$ cat config.mk
export PLATFORM = sky130hd
export DESIGN_NAME = ram_wt
export DESIGN_NICKNAME = d
export VERILOG_FILES = /design/src/rtl/ram_wt.sv
export SDC_FILE = /design/constraint.sdc
export NUM_CORES = 1
export LEC_CHECK = 0
export BUFFER_PORTS_ARGS = -buffer_cell sky130_fd_sc_hd__clkbuf_2
export CAP_MARGIN = 20
export CORE_MARGIN = 10
export CORE_UTILIZATION = 40
export CTS_CLUSTER_SIZE = 24
export DETAILED_ROUTE_END_ITERATION = 16
export PLACE_DENSITY = 0.7
export SLEW_MARGIN = 30
export SYNTH_ARGS = -nofsm -noshare
export SYNTH_HDL_FRONTEND = slang
export SYNTH_SLANG_ARGS = --single-unit
$ cat constraint.sdc
create_clock -name CLK_WT -period 4.3 [get_ports CLK_WT]
set_clock_uncertainty 0.1 [all_clocks]
set_input_delay 0.645 -clock CLK_WT [delete_from_list [all_inputs] [get_ports CLK_WT]]
set_output_delay 0.645 -clock CLK_WT [all_outputs]
set_load 0.005 [all_outputs]
$ cat src/rtl/ram_wt.sv
// ram_wt: write side of the cpu15 data-memory map.
//   Decodes a write strobe into eight 16-bit data words (RAM0..RAM7, addresses
//   0x00..0x07) or the output port register IO64_OUT (address IO_OUT_AD).
//   Writes to any other address, the read-only input port included, leave all
//   data untouched and raise a sticky error that records the first faulting address.
// Ports:
//   CLK_WT     clock, rising edge
//   RESET      synchronous reset, active-high
//   RAM_WEN    write enable, one write per cycle
//   RAM_AD_IN  write address
//   RAM_IN     write data
//   ERR_CLR    clears WT_ERR / WT_ERR_AD
//   RAM0..7    registered data words
//   IO64_OUT   registered output port
//   IO64_STB   one-cycle pulse after each IO64_OUT write
//   WT_ERR     sticky write-fault flag
//   WT_ERR_AD  address of the first faulting write since the last clear
module ram_wt #(
  parameter int unsigned           DATA_W    = 16,
  parameter int unsigned           AD_W      = 8,
  parameter logic [AD_W-1:0]       IO_OUT_AD = 8'h40,
  parameter logic [AD_W-1:0]       IO_IN_AD  = 8'h41,
  parameter logic [DATA_W-1:0]     IO_RST    = 16'h0000
) (
  input  logic              CLK_WT,
  input  logic              RESET,
  input  logic              RAM_WEN,
  input  logic [AD_W-1:0]   RAM_AD_IN,
  input  logic [DATA_W-1:0] RAM_IN,
  input  logic              ERR_CLR,
  output logic [DATA_W-1:0] RAM0,
  output logic [DATA_W-1:0] RAM1,
  output logic [DATA_W-1:0] RAM2,
  output logic [DATA_W-1:0] RAM3,
  output logic [DATA_W-1:0] RAM4,
  output logic [DATA_W-1:0] RAM5,
  output logic [DATA_W-1:0] RAM6,
  output logic [DATA_W-1:0] RAM7,
  output logic [DATA_W-1:0] IO64_OUT,
  output logic              IO64_STB,
  output logic              WT_ERR,
  output logic [AD_W-1:0]   WT_ERR_AD
);

  logic [DATA_W-1:0] mem [8];
  logic              hit_ram;
  logic              hit_io;
  logic              hit_ro;
  logic              fault;

  // Full-width compare: only 0x00..0x07 reach the data words, no aliasing.
  always_comb begin
    hit_ram = (RAM_AD_IN[AD_W-1:3] == '0);
    hit_io  = (RAM_AD_IN == IO_OUT_AD);
    hit_ro  = (RAM_AD_IN == IO_IN_AD);
    fault   = RAM_WEN && (hit_ro || !(hit_ram || hit_io));
  end

  always_ff @(posedge CLK_WT) begin
    if (RESET) begin
      for (int unsigned i = 0; i < 8; i++) mem[i] <= '0;
      IO64_OUT  <= IO_RST;
      IO64_STB  <= 1'b0;
      WT_ERR    <= 1'b0;
      WT_ERR_AD <= '0;
    end else begin
      if (RAM_WEN && hit_ram) mem[RAM_AD_IN[2:0]] <= RAM_IN;
      if (RAM_WEN && hit_io)  IO64_OUT <= RAM_IN;
      IO64_STB <= RAM_WEN && hit_io;
      // A fault in the same cycle as ERR_CLR wins and records its own address.
      if (fault && (!WT_ERR || ERR_CLR)) begin
        WT_ERR    <= 1'b1;
        WT_ERR_AD <= RAM_AD_IN;
      end else if (ERR_CLR) begin
        WT_ERR    <= 1'b0;
        WT_ERR_AD <= '0;
      end
    end
  end

  always_comb begin
    RAM0 = mem[0];
    RAM1 = mem[1];
    RAM2 = mem[2];
    RAM3 = mem[3];
    RAM4 = mem[4];
    RAM5 = mem[5];
    RAM6 = mem[6];
    RAM7 = mem[7];
  end

endmodule

# Word-level counts from Yosys, hierarchy flattened
# Memory sizes are Yosys's and may differ from the RTL's.
# Cells that the tools add are included.
# op_classes
reduce_logical	12
mux	12
n_mul	0
eq_ne	2
n_lt_le_gt_ge	0
add_sub_neg	0
n_shift	0
bitwise	0
div	0
# ops
cell	count
$eq 8x7->1 const B	2
$mux 16	1
$mux 8	2
$reduce_or 16->1	1
$mux 1	8
$logic_not 5->1	1
$logic_and 1x1->1	4
$logic_or 1x1->1	3
$mux 3	1
$logic_not 1->1	2
$reduce_bool 2->1	1
# word_totals
rom_bits	0
memories	1
latch_bits	0
regBits	26
ramBits	128
in_bits	28
output_inout_bits	154
# memory_table
name	depth	width	read_ports	rd_ports_with_merged_regs	wr	line_no	source
mem	8	16	8	0	8	45	logic [DATA_W-1:0] mem [8];

# Logic depth before layout (Yosys ltp)
# depth
word_depth	7
ltp_mapped	6
ltp_nobuf	3

# Least setup slack after synthesis
# Ideal clock, no wire load.
# synth_timing
path_type	input to register
start	in RAM_AD_IN[4]
end	mem mem[1][0], enable pin
t_arrival_ns	3.198
path_buffers	1
path_slack_ns	0.588
stages	4
t_required_ns	3.786
path_cell_list	or4_1 > buf_2 > or4_2 > o31ai_1
# synth_rtl
element	line_no	source
start, declared	28	input logic [AD_W-1:0] RAM_AD_IN,
end, declared	45	

==> impl_metrics.toml <==
[power]
switching_share_pct = 22.3
p_seq_share_pct = 50.3
p_leak_nw = 2.90
p_switching_mw = 0.755
comb_power_share_pct = 6.7
p_clk_share_pct = 42.9
max-vdd-ir-drop_uv = 261
intPower_mw = 2.64
power_density_nw_per_um2 = 444

[layout]
layout_common_cells = "clkbuf_2 (181), edfxtp_1 (128), nand2_1 (81)"
nets = 657
drive_gt1_share_pct = 37.2
synthToLayoutAreaGrowth_pct = 26.6
n_antenna_cell = 0
layout_commonest_cell = "clkbuf_2"

[placement]
dpl.hpwl_um = 12900
portBuffers = 181
place_ws_ns = 0.883
place_congestion = 0.789

[yosys]
avgSynthCellArea_um2 = 13.3
yosys_warnings = 0
async_flop_share_pct = 0
yosysSeqAreaShare_pct = 72.2
synth_edf_count = 128
syn_inst = 455
syn_area_um2 = 6040
ys_ff_latch = 154
syn-num-nets = 483
ys.flop_type = "edfxtp_1"
ys_types = 36

[sta]
fin_ws_ns = 1.33
setup_viol = 0
fmax_mhz = 337
worstMarginPinSlew_ns = 0.969
fin_crit_sh_pct = 69.0
hold_viol = 0
drv_slew = 0
setup_tns_ns = 0
rsz0062_at_grt = "false"
relSlewSlack_pct = 35.4
min_period_ns = 2.97

[global_route]
track_usage_pct = 17.1
grt_pass1_vias = 4391
overflow = 0
antenna_found_initial = 0
grt_pass1_wl_um = 26000
grt_max_degree = 65

[clocking]
cts_resized = 0
cts_buffers = 17
cts_max_path_buffers = 2
cts_sinks = 154
clk_pin_slew_worst_paths_ns = 0.06
clk_latency_ns = 0.41
cts_setup_buffers = 0
root_buffer = "clkbuf_16"
ctsHoldBuffers = 0
cts_tree = "yes"
htreeDepth = 4

[drt]
vias_per_cell = 5.23
drt_iter0_drc = 321
drc = 0
wl_um = 17600
ant_nets = 0
vias = 4318
wl_per_cell_um = 21.3
first_pass_iters = 5

[floorplanning]
core_um2 = 14600
initial_utilization_pct = 41.3
die_y_um = 143
dieArea_um2 = 20400
rows = 44
ios = 182
dieWidth_um = 143

[hold_path]
whs_endpoint = "IO64_OUT[8]"
hold_start = "IO64_OUT[8]"
min_delay_path_depth = 2
min_path_type = "register to register"

[setup_path]
critical_path_required_ns = 4.23
startpoint_type = "primary input"
crit_type = "primary input to register"
r2r_setup_slack_ns = 3.04
r2r_end = "WT_ERR_AD[2]"
rr_startpoint = "WT_ERR"
worstRegToRegCells = 3
worstSetupEndpointType = "register"
cp_max_fo = 16
crit_arrival_ns = 2.90

[run_status]
status = "finished clean"

[flow_run]
max_cap_violations = 0
[kinds of logic (layout without fill, tap and decap cells)]
| group | Yosys count | count (layout) | share of synthesized area, % |
|---|---|---|---|
| AND/OR/NAND/NOR | 225 | 225 | 18.5 |
| multiplexers | 24 | 24 | 4.00 |
| flip-flops | 154 | 154 | 72.2 |
| buffers and inverters | 41 | 228 | 3.91 |
| AO/OA/AOI/OAI | 11 | 11 | 1.35 |
[final cells by class]
class | instances | area [um2]
fill | 1285 | 7000
inverter | 5 | 18.8
multi-input combinational | 260 | 1470
timing repair buffer | 191 | 981
sequential | 154 | 4360
clock inverter | 8 | 80.1
tap | 184 | 230
clock buffer | 24 | 504
[synth_stat cells, drive strengths merged, types with 2 or more instances]
master	count	area [um2]
and2	2	12.5
buf	13	108
clkbuf	21	88.8
clkinv	2	7.51
dfxtp	26	521
edfxtp	128	3840
inv	3	11.3
mux2i	23	230
nand2	81	304
nand4b	2	17.5
nor2	32	120
nor3	83	472
nor3b	16	120
o21ai	3	15.0
o31ai	4	30.0
or4	4	35.0
[registers in the layout (all words and copies together) (netlist names)]
| register | cells |
|---|---|
| IO64_STB | 1 |
| mem | 128 |
| WT_ERR_AD | 8 |
| WT_ERR | 1 |
| IO64_OUT | 16 |
[worst max-delay path by stage]
stage                 endpoint  slack (ns)         start  cells after the start
floorplan            mem[1][0]        0.59  RAM_AD_IN[4]                      4
global placement     mem[3][9]        0.98  RAM_AD_IN[4]                      4
detailed placement   mem[3][8]        0.88  RAM_AD_IN[4]                      4
CTS                 mem[3][13]        1.34  RAM_AD_IN[4]                      4
global route        mem[3][13]        1.23  RAM_AD_IN[4]                      4
finish              mem[3][13]        1.33  RAM_AD_IN[4]                      4
[per-layer routing]
metal | wire [um] | share of wire (%) | up-vias | GRT usage (%)
li1 | - | - | 1995 | -
met1 | 7080 | 40 | 2050 | 20.7
met2 | 8190 | 47 | 237 | 26.2
met3 | 1750 | 10 | 36 | 6.04
met4 | 532 | 3.0 | 0 | 9.23
met5 | 0 | 0 | - | 0
[metrics by stage]
stage          util, %  hold slack [ns]  power (mW)  instances  instance area (um2)
6_report          52.2            0.361        3.39        826                 7650
3_5_place_dp      48.2            0.348        1.97        794                 7060
2_1_floorplan        -            0.351        1.82        455                 6040
4_1_cts           52.2            0.362        3.41        826                 7650
3_3_place_gp      48.2            0.343        1.96        794                 7060
5_1_grt           52.2            0.373        3.50        826                 7650
[critical path, cell delays in order]
cell	delay, ns
clkbuf_2	0.10
or4_1	0.65
or4_2	0.71
o31ai_4	0.79
[power groups by stage]
stage | clock (mW) | sequential (mW) | combinational [mW]
2_1_floorplan | 0 | 1.74 | 0.0832
3_3_place_gp | 0 | 1.74 | 0.226
3_5_place_dp | 0 | 1.74 | 0.231
4_1_cts | 1.47 | 1.71 | 0.231
5_1_grt | 1.54 | 1.71 | 0.249
6_report | 1.46 | 1.71 | 0.228
Power figures use the tool's default switching activity.
